<file path="src/rtl/tft_pkg.sv">
// rtl/tft_pkg.sv - shared types and defaults for the TFT SPI arbiter
//
// Holds the arbiter state encoding and the default requester count and
// idle-owner timeout used by tft_spi_arbiter.
package tft_pkg;

  localparam int TFT_N_REQ   = 3;
  localparam int TFT_TIMEOUT = 65535;

  typedef enum logic [1:0] {
    ST_IDLE  = 2'd0,
    ST_OWN   = 2'd1,
    ST_DRAIN = 2'd2
  } arb_state_t;

endpackage

</file>
<file path="src/rtl/tft_spi_arbiter_rr_pick.sv">
// rtl/tft_spi_arbiter_rr_pick.sv - combinational round-robin one-hot selector
//
// Ports:
//   i_mask  candidate requesters
//   i_ptr   index of the highest-priority candidate this round
//   o_win   one-hot winner (all zero when i_mask is empty)
//   o_any   at least one candidate present
module rr_pick #(
  parameter int N  = 3,
  parameter int PW = (N > 1) ? $clog2(N) : 1
) (
  input  logic [N-1:0]  i_mask,
  input  logic [PW-1:0] i_ptr,
  output logic [N-1:0]  o_win,
  output logic          o_any
);

  logic w_found;

  always_comb begin
    o_win   = '0;
    w_found = 1'b0;
    // First pass scans from the pointer upward, second pass wraps to index 0.
    for (int j = 0; j < N; j++) begin
      if (!w_found && i_mask[j] && (j >= int'(i_ptr))) begin
        o_win[j] = 1'b1;
        w_found  = 1'b1;
      end
    end
    for (int j = 0; j < N; j++) begin
      if (!w_found && i_mask[j]) begin
        o_win[j] = 1'b1;
        w_found  = 1'b1;
      end
    end
  end

  assign o_any = |i_mask;

endmodule

</file>
<file path="src/rtl/tft_spi_arbiter.sv">
// rtl/tft_spi_arbiter.sv - ownership arbiter sharing one SPI transmitter between TFT requesters
//
// Ports:
//   clk, rst        clock, asynchronous active-high reset
//   req             per-requester ownership request (held for a whole burst)
//   data_in, dc_in  per-requester byte and data/command flag (byte i at [8i+7:8i])
//   transmit_in     per-requester byte-start strobe
//   gnt             one-hot registered ownership grant
//   busy_out        spi_busy to the owner, 1 to everybody else
//   spi_data, spi_dc, spi_transmit  muxed towards the SPI transmitter
//   spi_busy        SPI transmitter busy
//   init_done       sticky, set when requester 0 releases its first grant
//   timeout_err     one-cycle pulse on a forced release
module tft_spi_arbiter
  import tft_pkg::*;
#(
  parameter int N_REQ   = TFT_N_REQ,
  parameter int TIMEOUT = TFT_TIMEOUT
) (
  input  logic               clk,
  input  logic               rst,
  input  logic [N_REQ-1:0]   req,
  input  logic [8*N_REQ-1:0] data_in,
  input  logic [N_REQ-1:0]   dc_in,
  input  logic [N_REQ-1:0]   transmit_in,
  output logic [N_REQ-1:0]   gnt,
  output logic [N_REQ-1:0]   busy_out,
  output logic [7:0]         spi_data,
  output logic               spi_dc,
  output logic               spi_transmit,
  input  logic               spi_busy,
  output logic               init_done,
  output logic               timeout_err
);

  localparam int               PW       = (N_REQ > 1) ? $clog2(N_REQ) : 1;
  localparam logic [N_REQ-1:0] REQ0_BIT = N_REQ'(1);
  localparam logic [15:0]      TMO_LAST = 16'(TIMEOUT - 1);

  arb_state_t       r_state, w_state_next;
  logic [N_REQ-1:0] r_gnt, w_gnt_next;
  logic [N_REQ-1:0] r_ignore, w_ignore_next;
  logic [PW-1:0]    r_ptr, w_ptr_next;
  logic [15:0]      r_cnt, w_cnt_next;
  logic             r_init_done, w_init_next;
  logic             r_timeout_err, w_tmo_next;

  logic [N_REQ-1:0] w_qual, w_rr_mask, w_rr_win;
  logic             w_rr_any;
  logic [PW-1:0]    w_rr_idx, w_own_idx;
  logic             w_own_req, w_own_tx, w_own_exit;

  // Before init completes only the display-init requester may win; requesters
  // that timed out stay masked until they drop req.
  always_comb begin
    w_qual = req & ~r_ignore;
    if (!r_init_done) begin
      w_qual = w_qual & REQ0_BIT;
    end
  end

  assign w_rr_mask = w_qual & ~REQ0_BIT;

  rr_pick #(
    .N  (N_REQ),
    .PW (PW)
  ) u_rr_pick (
    .i_mask (w_rr_mask),
    .i_ptr  (r_ptr),
    .o_win  (w_rr_win),
    .o_any  (w_rr_any)
  );

  always_comb begin
    w_rr_idx  = '0;
    w_own_idx = '0;
    for (int j = 0; j < N_REQ; j++) begin
      if (w_rr_win[j]) w_rr_idx = PW'(j);
      if (r_gnt[j])    w_own_idx = PW'(j);
    end
  end

  assign w_own_req = |(req & r_gnt);
  assign w_own_tx  = |(transmit_in & r_gnt);

  always_comb begin
    w_state_next  = r_state;
    w_gnt_next    = r_gnt;
    w_ptr_next    = r_ptr;
    w_cnt_next    = '0;
    w_ignore_next = r_ignore & req;
    w_init_next   = r_init_done;
    w_tmo_next    = 1'b0;
    w_own_exit    = 1'b0;

    case (r_state)
      ST_IDLE: begin
        if (!spi_busy) begin
          if (w_qual[0]) begin
            w_state_next = ST_OWN;
            w_gnt_next   = REQ0_BIT;
          end else if (w_rr_any) begin
            w_state_next = ST_OWN;
            w_gnt_next   = w_rr_win;
          end
        end
      end

      ST_OWN: begin
        if (!(w_own_tx || spi_busy)) begin
          w_cnt_next = r_cnt + 16'd1;
        end
        if (!w_own_req) begin
          w_own_exit = 1'b1;
        end else if (!(w_own_tx || spi_busy) && (r_cnt == TMO_LAST)) begin
          w_own_exit    = 1'b1;
          w_tmo_next    = 1'b1;
          w_ignore_next = (r_ignore & req) | r_gnt;
        end
        if (w_own_exit) begin
          w_state_next = ST_DRAIN;
          w_gnt_next   = '0;
          if (r_gnt[0]) begin
            w_init_next = 1'b1;
          end else begin
            w_ptr_next = (w_own_idx == PW'(N_REQ - 1)) ? PW'(1) : w_own_idx + PW'(1);
          end
        end
      end

      ST_DRAIN: begin
        if (!spi_busy) begin
          w_state_next = ST_IDLE;
        end
      end

      default: begin
        w_state_next = ST_IDLE;
        w_gnt_next   = '0;
      end
    endcase
  end

  always_ff @(posedge clk or posedge rst) begin
    if (rst) begin
      r_state       <= ST_IDLE;
      r_gnt         <= '0;
      r_ignore      <= '0;
      r_ptr         <= PW'(1);
      r_cnt         <= '0;
      r_init_done   <= 1'b0;
      r_timeout_err <= 1'b0;
    end else begin
      r_state       <= w_state_next;
      r_gnt         <= w_gnt_next;
      r_ignore      <= w_ignore_next;
      r_ptr         <= w_ptr_next;
      r_cnt         <= w_cnt_next;
      r_init_done   <= w_init_next;
      r_timeout_err <= w_tmo_next;
    end
  end

  // r_gnt is non-zero only in OWN, so selecting on it also forces the SPI
  // side to zero in IDLE/DRAIN and immediately on reset.
  always_comb begin
    spi_data     = '0;
    spi_dc       = 1'b0;
    spi_transmit = 1'b0;
    busy_out     = '1;
    for (int j = 0; j < N_REQ; j++) begin
      if (r_gnt[j]) begin
        spi_data     = data_in[8*j +: 8];
        spi_dc       = dc_in[j];
        spi_transmit = transmit_in[j];
        busy_out[j]  = spi_busy;
      end
    end
  end

  assign gnt         = r_gnt;
  assign init_done   = r_init_done;
  assign timeout_err = r_timeout_err;

endmodule

</file>
<file path="config.mk">
export PLATFORM = sky130hd
export DESIGN_NAME = tft_spi_arbiter
export DESIGN_NICKNAME = d
export VERILOG_FILES = /design/src/rtl/tft_pkg.sv /design/src/rtl/tft_spi_arbiter_rr_pick.sv /design/src/rtl/tft_spi_arbiter.sv
export SDC_FILE = /design/constraint.sdc
export NUM_CORES = 1
export LEC_CHECK = 0
export CAP_MARGIN = 40
export CORE_MARGIN = 8
export CORE_UTILIZATION = 47
export CTS_BUF_LIST = sky130_fd_sc_hd__clkbuf_4 sky130_fd_sc_hd__clkbuf_8
export DETAILED_ROUTE_END_ITERATION = 10
export PLACE_DENSITY_LB_ADDON = 0.05
export SLEW_MARGIN = 20
export SYNTH_ARGS = -nofsm -noshare
export SYNTH_HDL_FRONTEND = slang
export SYNTH_SLANG_ARGS = --single-unit
</file>
<file path="constraint.sdc">
create_clock -name clk -period 1.9 [get_ports clk]
set_input_delay 0.57 -clock clk [delete_from_list [all_inputs] [get_ports clk]]
set_output_delay 0.57 -clock clk [all_outputs]
set_load 0.005 [all_outputs]
</file>
; Word-level counts from Yosys, hierarchy flattened
; Cells that the tools add are included.
[word_totals]
ff_bits = 28
output_inout_bits = 18
[classes]
n_addsub = 2
order_cmp = 2
n_eq_ne = 8
muxes = 43
bitwise_logic = 8
n_reduce_logical = 19
[op_table]
columns = op, count
row1 = $mux 16, 2
row2 = $mux 3, 8
row3 = $mux 8, 3
row4 = $mux 1, 21
row5 = $add 16x1->16 const B, 1
row6 = $eq 16x16->1 const B, 1
row7 = $mux 2, 7
row8 = $and 3x3->3, 4
row9 = $pmux 3 s3, 1
row10 = $reduce_and 4->1, 2
row11 = $logic_and 1x1->1, 6
row12 = $ne 2x2->1 const B, 3
row13 = $pmux 2 s3, 1
row14 = $reduce_and 3->1, 2
row15 = $reduce_or 3->1, 2
row16 = $eq 2x2->1 const B, 2
row17 = $logic_not 1->1, 4
row18 = $ne 3x2->1 const B, 1
row19 = $not 3->3, 1
row20 = $or 3x3->3, 1
row21 = $add 2x1->2 const B, 1
row22 = $eq 2x1->1 const B, 1
row23 = $ge 1x2->1 const A, 1
row24 = $ge 2x2->1 const A, 1
row25 = 4 further kinds, 5

; Logic depth before layout (Yosys ltp)
; Gate-level depths: netlist (run 1).
[depth]
word_depth = 19
mapped_depth = 7

; By module
; From an unflattened synthesis (run 1), not the netlist that was laid out.
[hier_totals]
hier_cells = 179
area_unflattened_um2 = 1651.6
[modules_own_cells]
columns = mod, n_inst, cells_per_inst, area_each_um2, seq_area_each_um2
row1 = tft_spi_arbiter, 1, 168, 1572.8, 701.9
row2 = rr_pick, 1, 11, 78.8, 0.0

; Least setup slack after synthesis (run 1)
; OpenSTA, ideal clock, no wires.
[synth_path]
kind = register -> output
startpoint = register r_gnt[1] (netlist: gnt[1])
endpoint = output spi_data[0]
t_arrival_ns = 1.204
setup_slack_ns = 0.126
path_stages_with_launch = 6
n_path_buf = 2
path_cell_list = dfrtp_1 > buf_6 > and2b_1 > clkbuf_1 > a22oi_1 > o21ai_0
[synth_via]
elab_chain_len = 2
[synth_rtl]
columns = element, line
row1 = start: declaration, tft_spi_arbiter.sv:41  ; logic [N_REQ-1:0] r_gnt, w_gnt_next;
row2 = start signal: assignment, tft_spi_arbiter.sv:155  ; r_gnt <= w_gnt_next;
row3 = $mux 8 (2 in a row), tft_spi_arbiter.sv:172  ; if (r_gnt[j]) begin
row4 = end: declaration, tft_spi_arbiter.sv:28  ; output logic [7:0] spi_data,
; Every way passes these cells.

; Worst setup path in the final report (run 1)
[layout_path]
startpoint = register r_gnt[1] (netlist: gnt[1])
endpoint = output spi_data[7]
; Same word-level chain as after synthesis.

==> out/qor.yml, run 1 <==
outcome:
  outcome: "finished with violations"
  violations: "negative setup slack"
placed_design:
  dp_hpwl_mm: 3.38
  globalplace.congestion: 0.863
  io_buffer_count: 53
  placed_cell_area_sq_mm: 0.00229
  dp.cells: 282
sta:
  fin_skew_ns: 0.0271
  setup_slack_ns: -0.167
  hold_viol: 0
  fin_crit_sh_pct: 109
  slew_headroom_pct: 76.2
  max_clock_freq_mhz: 484
  tightest_slew_ns: 0.358
  min_period_ns: 2.07
  slew_violations: 0
  finalSetupViolations: 10
  totalNegativeSetupSlack_ns: -1.16
  holdWs_ns: 0.521
  grt_setup_unrepaired: "true"
setup_path:
  cp_slowest_cell: "dfrtp_1"
  setup.worst_path.end_class: "primary output"
  critPathKind: "register to primary output"
  worstPathMaxFanout: 4
  cpLargestDelayFamily: "flip-flops"
  path_cells: "buf_6, and2b_2, a22oi_2, o21ai_1, buf_2"
  r2r-end: "r_ptr[0]"
  cp.required_ns: 1.33
  startpoint: "gnt[1]"
  cp.buffers_inverters: 2
  start_kind: "register"
  slowest_delay_ns: 0.44
  arrival_ns: 1.50
  crit_path_end: "spi_data[7]"
  ff2ff_setup_slack_ns: 0.02
  cp_num_cells: 5
  rr_startpoint: "gnt[1]"
  ff2ff_path_depth: 9
clock_tree:
  htreeDepth: 1
  numCtsBuffers: 3
  cts_tree: "yes"
  clk_pin_slew_ns: 0.17
  worstSkewPairLatency_ns: 0.34
  ctsRootBufferMaster: "clkbuf_4"
  clock_sinks: 28
  clockBufferDepth: 2
global_routing:
  grt_usage_pct: 17.4
  grt.overflow.total: 0
  grt_max_degree: 29
  grt_pass1_vias: 1574
  grt_antenna_before_repair: 0
  grt_pass1_wl_mm: 7.61
synthesis:
  yosysWarnings: 0
  ys_seq_area_share_pct: 43.7
  synth_top_area_share_pct: 42.1
  ys_seq_elements: 28
  syn_inst: 173
  syn_area_sq_mm: 0.00161
  ys_top_cells_by_area: "dfrtp_1, o21ai_0, a22oi_1"
  synth_nets: 211
  synth_cell_types: 42
  avgSynthCellArea_sq_um: 9.29
  yosys.area.top_type: "dfrtp_1"
route:
  drc: 0
  first_pass_iters: 4
  routed_wl_mm: 4.86
  drt_iter0_markers: 100
  wl_per_cell_microns: 16.0
  via_per_inst: 5.35
  ant_nets: 0
  vias: 1620
layout:
  final_cell_area_sq_mm: 0.00252
  final_common_cell: "clkdlybuf4s50_1"
  n_fill_cell: 250
  final_cell_mix: "clkdlybuf4s50_1, dfrtp_1, buf_4"
  multi_input_area_sq_um: 912
  nets: 296
  syn2layout_area_growth_pct: 57.1
  layout.cells.non_filler: 303
  drive_above_1_share_pct: 28.4
  diodes: 0
  fin_util_pct: 76.2
  regArea_sq_um: 702
power:
  sw_frac_of_total_pct: 33.5
  p_leak_uw: 0.00111
  intPower_uw: 1600
  pwr_density_cell_mw_per_mm2: 950
  peakVddDrop_mv: 0.693
  clock_power_share_pct: 16.2
  seqPwrFrac_pct: 29.9
  p_sw_uw: 803
  p_comb_share_pct: 53.8
floorplanning:
  start_util_pct: 48.5
  rows: 21
  die-area_sq_mm: 0.00555
  core_area_sq_mm: 0.00331
  die-width_microns: 74.5
  io_pins: 54
  die-height_microns: 74.5
flow_run:
  cap_violations: 0
worst_hold_path:
  hp-class: "register to register"
  min_from: "init_done"
power by group through the flow:
| stage | Clock (uW) | Sequential (uW) | Combinational, uW |
|---|---|---|---|
| global route | 422 | 729 | 1400 |
| floorplan | 0 | 719 | 481 |
| finish | 390 | 718 | 1290 |
| global placement | 0 | 712 | 1020 |
| CTS | 400 | 713 | 1090 |
| detailed placement | 0 | 714 | 1040 |
area by class of cell:
class / count / share of cell area [%]
multi-input cells: 134 / 36.1
repair buffers: 87 / 31.1
flip-flops and latches: 28 / 27.8
well taps: 46 / 2.28
clock inverters: 1 / 1.19
clock buffers: 3 / 0.892
inverters: 4 / 0.595
how the worst min path moves through the flow:
stage                        to  cells past startpoint
floorplan           r_ignore[0]                      1
global placement    r_ignore[0]                      1
detailed placement  r_ignore[0]                      1
CTS                 r_ignore[0]                      1
global route        r_ignore[0]                      1
finish                init_done                      1
cell usage after synthesis, drive strengths merged:
cell and n:
clkbuf 5, dfstp 1, a22o 3, nand4 4, mux2 2, nor4 1
nand3b 1, dfrtp 27, a21o 1, a22oi 10, nor2 17, mux2i 1
xnor2 3, a21bo 1, o21bai 1, buf 3, o21ai 18, nor2b 3
nand3 11, or3 4, a21oi 5, nand2b 6, and4 2, and2 1
and2b 1, a32o 1, a211oi 2, a31o 1, nand2 19, o2bb2ai 1
ha 2, inv 4, a222oi 1, xor2 7, nor3 1, and3 2
stage by stage:
step           power, uW  setup slack, ns
2_1_floorplan       1200            0.126
3_3_place_gp        1730           -0.533
3_5_place_dp        1760           -0.581
4_1_cts             2200           -0.167
5_1_grt             2550           -0.262
6_report            2400           -0.167
worst reg2reg max path, cell delays in order (launching register included):
cell and delay, ns:
dfrtp_1 0.44, buf_8 0.17, buf_6 0.11, buf_6 0.10, a22oi_1 0.15, buf_4 0.16
nand4_4 0.10, o21bai_2 0.24, nand2_4 0.08, mux2_4 0.29
logic make-up (layout without fill, tap and decap cells):
family	after synthesis	in the layout	share of synthesized area (%)
AND/OR/NAND/NOR	73	74	24.5
AO/OA/AOI/OAI	45	45	18.5
multiplexers	3	3	2.26
adder cells (fa/ha/maj)	2	2	1.56
flip-flops	28	28	43.7
XOR/XNOR	10	10	5.45
buffers and inverters	12	95	3.97
timing repair:
action	in CTS	in global routing
setup endpoints to repair	16	18
gates cloned	1	0
pin swaps	4	8
hold buffers	0	0
setup buffers	7	9
endpoints found under the hold margin	0	0
gates resized for setup	68	24
metal layers:
metal,vias up,track usage (%),routed length [microns]
met1,782,20.5,2090
met4,0,5.87,61
met2,45,30.7,2450
met3,6,3.10,252
li1,787,-,-
met5,-,0,0
registers in the layout, indices dropped and copies added, names as in the netlist:
name	cells
r_ignore	3
gnt	3
r_cnt	16
init_done	1
r_state	2
r_ptr	2
timeout_err	1
Power figures use the tool's default switching activity.
==> run 2: changes to the inputs <==
--- a/config.mk
+++ b/config.mk
@@ -6,11 +6,12 @@
 export NUM_CORES = 1
 export LEC_CHECK = 0
 export CAP_MARGIN = 40
-export CORE_MARGIN = 8
+export CORE_MARGIN = 5
 export CORE_UTILIZATION = 47
 export CTS_BUF_LIST = sky130_fd_sc_hd__clkbuf_4 sky130_fd_sc_hd__clkbuf_8
 export DETAILED_ROUTE_END_ITERATION = 10
 export PLACE_DENSITY_LB_ADDON = 0.05
+export SKIP_CTS_REPAIR_TIMING = 1
 export SLEW_MARGIN = 20
 export SYNTH_ARGS = -nofsm -noshare
 export SYNTH_HDL_FRONTEND = slang
==> run 2 against run 1 <==
  * The run still ends with negative setup slack left
  * Via count fell by 1.1%
  * Power down 0.32%
  * Critical path depth did not move
  * Clock power about the same
  * Clock skew is 0.015 ns lower
  * Worst setup slack improved by 0.027 ns
  * Design area about the same
  * Wire length decreased by 0.82%
  * Global-route usage is 2.3 points higher
  * First-iteration DRC count shrank 7.0%
  * Largest power group unchanged
  * Highest routed layer unchanged
==> out/qor.yml, run 2 (same netlist as run 1, synthesis figures left out) <==
global_routing:
  grt_pass1_vias: 1508
  grt.overflow.total: 0
  grt_usage_pct: 19.7
  grt_pass1_wl_mm: 6.98
  grt_max_degree: 29
  grt_antenna_before_repair: 0
layout:
  final_cell_mix: "clkdlybuf4s50_1, dfrtp_1, buf_4"
  diodes: 0
  fin_util_pct: 76.3
  final_common_cell: "clkdlybuf4s50_1"
  final_cell_area_sq_mm: 0.00252
  nets: 293
  largest-register: "r_cnt"
  largest_register_ffs: 16
  syn2layout_area_growth_pct: 57.2
  drive_above_1_share_pct: 26.4
sta:
  slew_headroom_pct: 76.2
  grt_setup_unrepaired: "true"
  holdWs_ns: 0.533
  fin_crit_sh_pct: 107
  slew_violations: 0
  max_clock_freq_mhz: 490
  totalNegativeSetupSlack_ns: -1.32
  setup_slack_ns: -0.140
  min_period_ns: 2.04
  tightest_slew_ns: 0.357
  hold_viol: 0
  finalSetupViolations: 16
  fin_skew_ns: 0.0126
clock_tree:
  clk_pin_slew_ns: 0.16
  htreeDepth: 1
  clock_sinks: 28
  numCtsBuffers: 3
  worstSkewPairLatency_ns: 0.33
  ctsRootBufferMaster: "clkbuf_4"
  clockBufferDepth: 2
  cts_tree: "yes"
worst_hold_path:
  min_from: "init_done"
  hp-class: "register to register"
floorplanning:
  core_area_sq_mm: 0.00331
  die-width_microns: 68.5
  die-area_sq_mm: 0.00469
  rows: 21
  io_pins: 54
  die-height_microns: 68.5
  start_util_pct: 48.5
setup_path:
  slowest_delay_ns: 0.44
  start_kind: "register"
  arrival_ns: 1.47
  setup.worst_path.end_class: "primary output"
  cp.required_ns: 1.33
  startpoint: "gnt[1]"
  cp_slowest_cell: "dfrtp_2"
  rr_startpoint: "gnt[1]"
  worstPathMaxFanout: 4
  path_cells: "and2b_2, buf_6, a22oi_2, o21ai_1, buf_2"
  critPathKind: "register to primary output"
route:
  vias: 1602
  via_per_inst: 5.34
  first_pass_iters: 4
  routed_wl_mm: 4.82
  drc: 0
  ant_nets: 0
  drt_iter0_markers: 93
  wl_per_cell_microns: 16.1
placed_design:
  placed_cell_area_sq_mm: 0.00229
  io_buffer_count: 53
  place_ws_ns: -0.579
  globalplace.congestion: 0.784
  dp_hpwl_mm: 3.32
power:
  peakVddDrop_mv: 0.573
  p_leak_uw: 0.00114
  pwr_density_cell_mw_per_mm2: 947
outcome:
  violations: "negative setup slack"
  outcome: "finished with violations"
flow_run:
  cap_violations: 0
run 2: power breakdown:
part	switching [uW]	total, uW	internal [uW]	leakage, uW
Sequential	59.9	719	659	0.000377
Combinational	551	1290	734	0.000737
Clock	174	387	213	0.0000279
run 2: worst max-delay path, delay by kind of cell, from the launching register on:
family,cells,cell delay [ns]
flip-flops,1,0.44
AO/OA/AOI/OAI,2,0.20
AND/OR/NAND/NOR,1,0.26
buffers and inverters,2,0.26
run 2: path summary, 6_finish.rpt:
| path | to | slack [ns] | cells after the start |
|---|---|---|---|
| hold / removal | init_done | 0.53 | 1 |
| max in group asynchronous | r_ptr[0] | 1.01 | 3 |
| min in group asynchronous | r_ignore[0] | 0.59 | 3 |
| hold reg to reg | init_done | 0.53 | 1 |
| setup / recovery | spi_dc | -0.14 | 5 |
| setup reg to reg | r_ignore[2] | -0.06 | 9 |
run 2: cell type report:
cell class | instances | area [sq um]
clock inverter | 1 | 30.0
fill | 242 | 786
timing repair buffer | 84 | 796
multi-input combinational | 134 | 901
inverter | 4 | 15.0
sequential | 28 | 703
clock buffer | 3 | 22.5
tap | 46 | 57.6
run 2: per-layer routing:
layer | vias up | share of wire [%] | global-route usage (%)
li1 | 783 | - | -
met1 | 757 | 41 | 23.8
met2 | 53 | 52 | 34.7
met3 | 9 | 5.7 | 3.28
met4 | 0 | 1.7 | 7.20
met5 | - | 0 | 0
run 2: per-stage QoR:
stage | power, uW | cells
2_1_floorplan | 1200 | 173
3_3_place_gp | 1720 | 281
3_5_place_dp | 1760 | 281
4_1_cts | 2150 | 285
5_1_grt | 2540 | 300
6_report | 2390 | 300
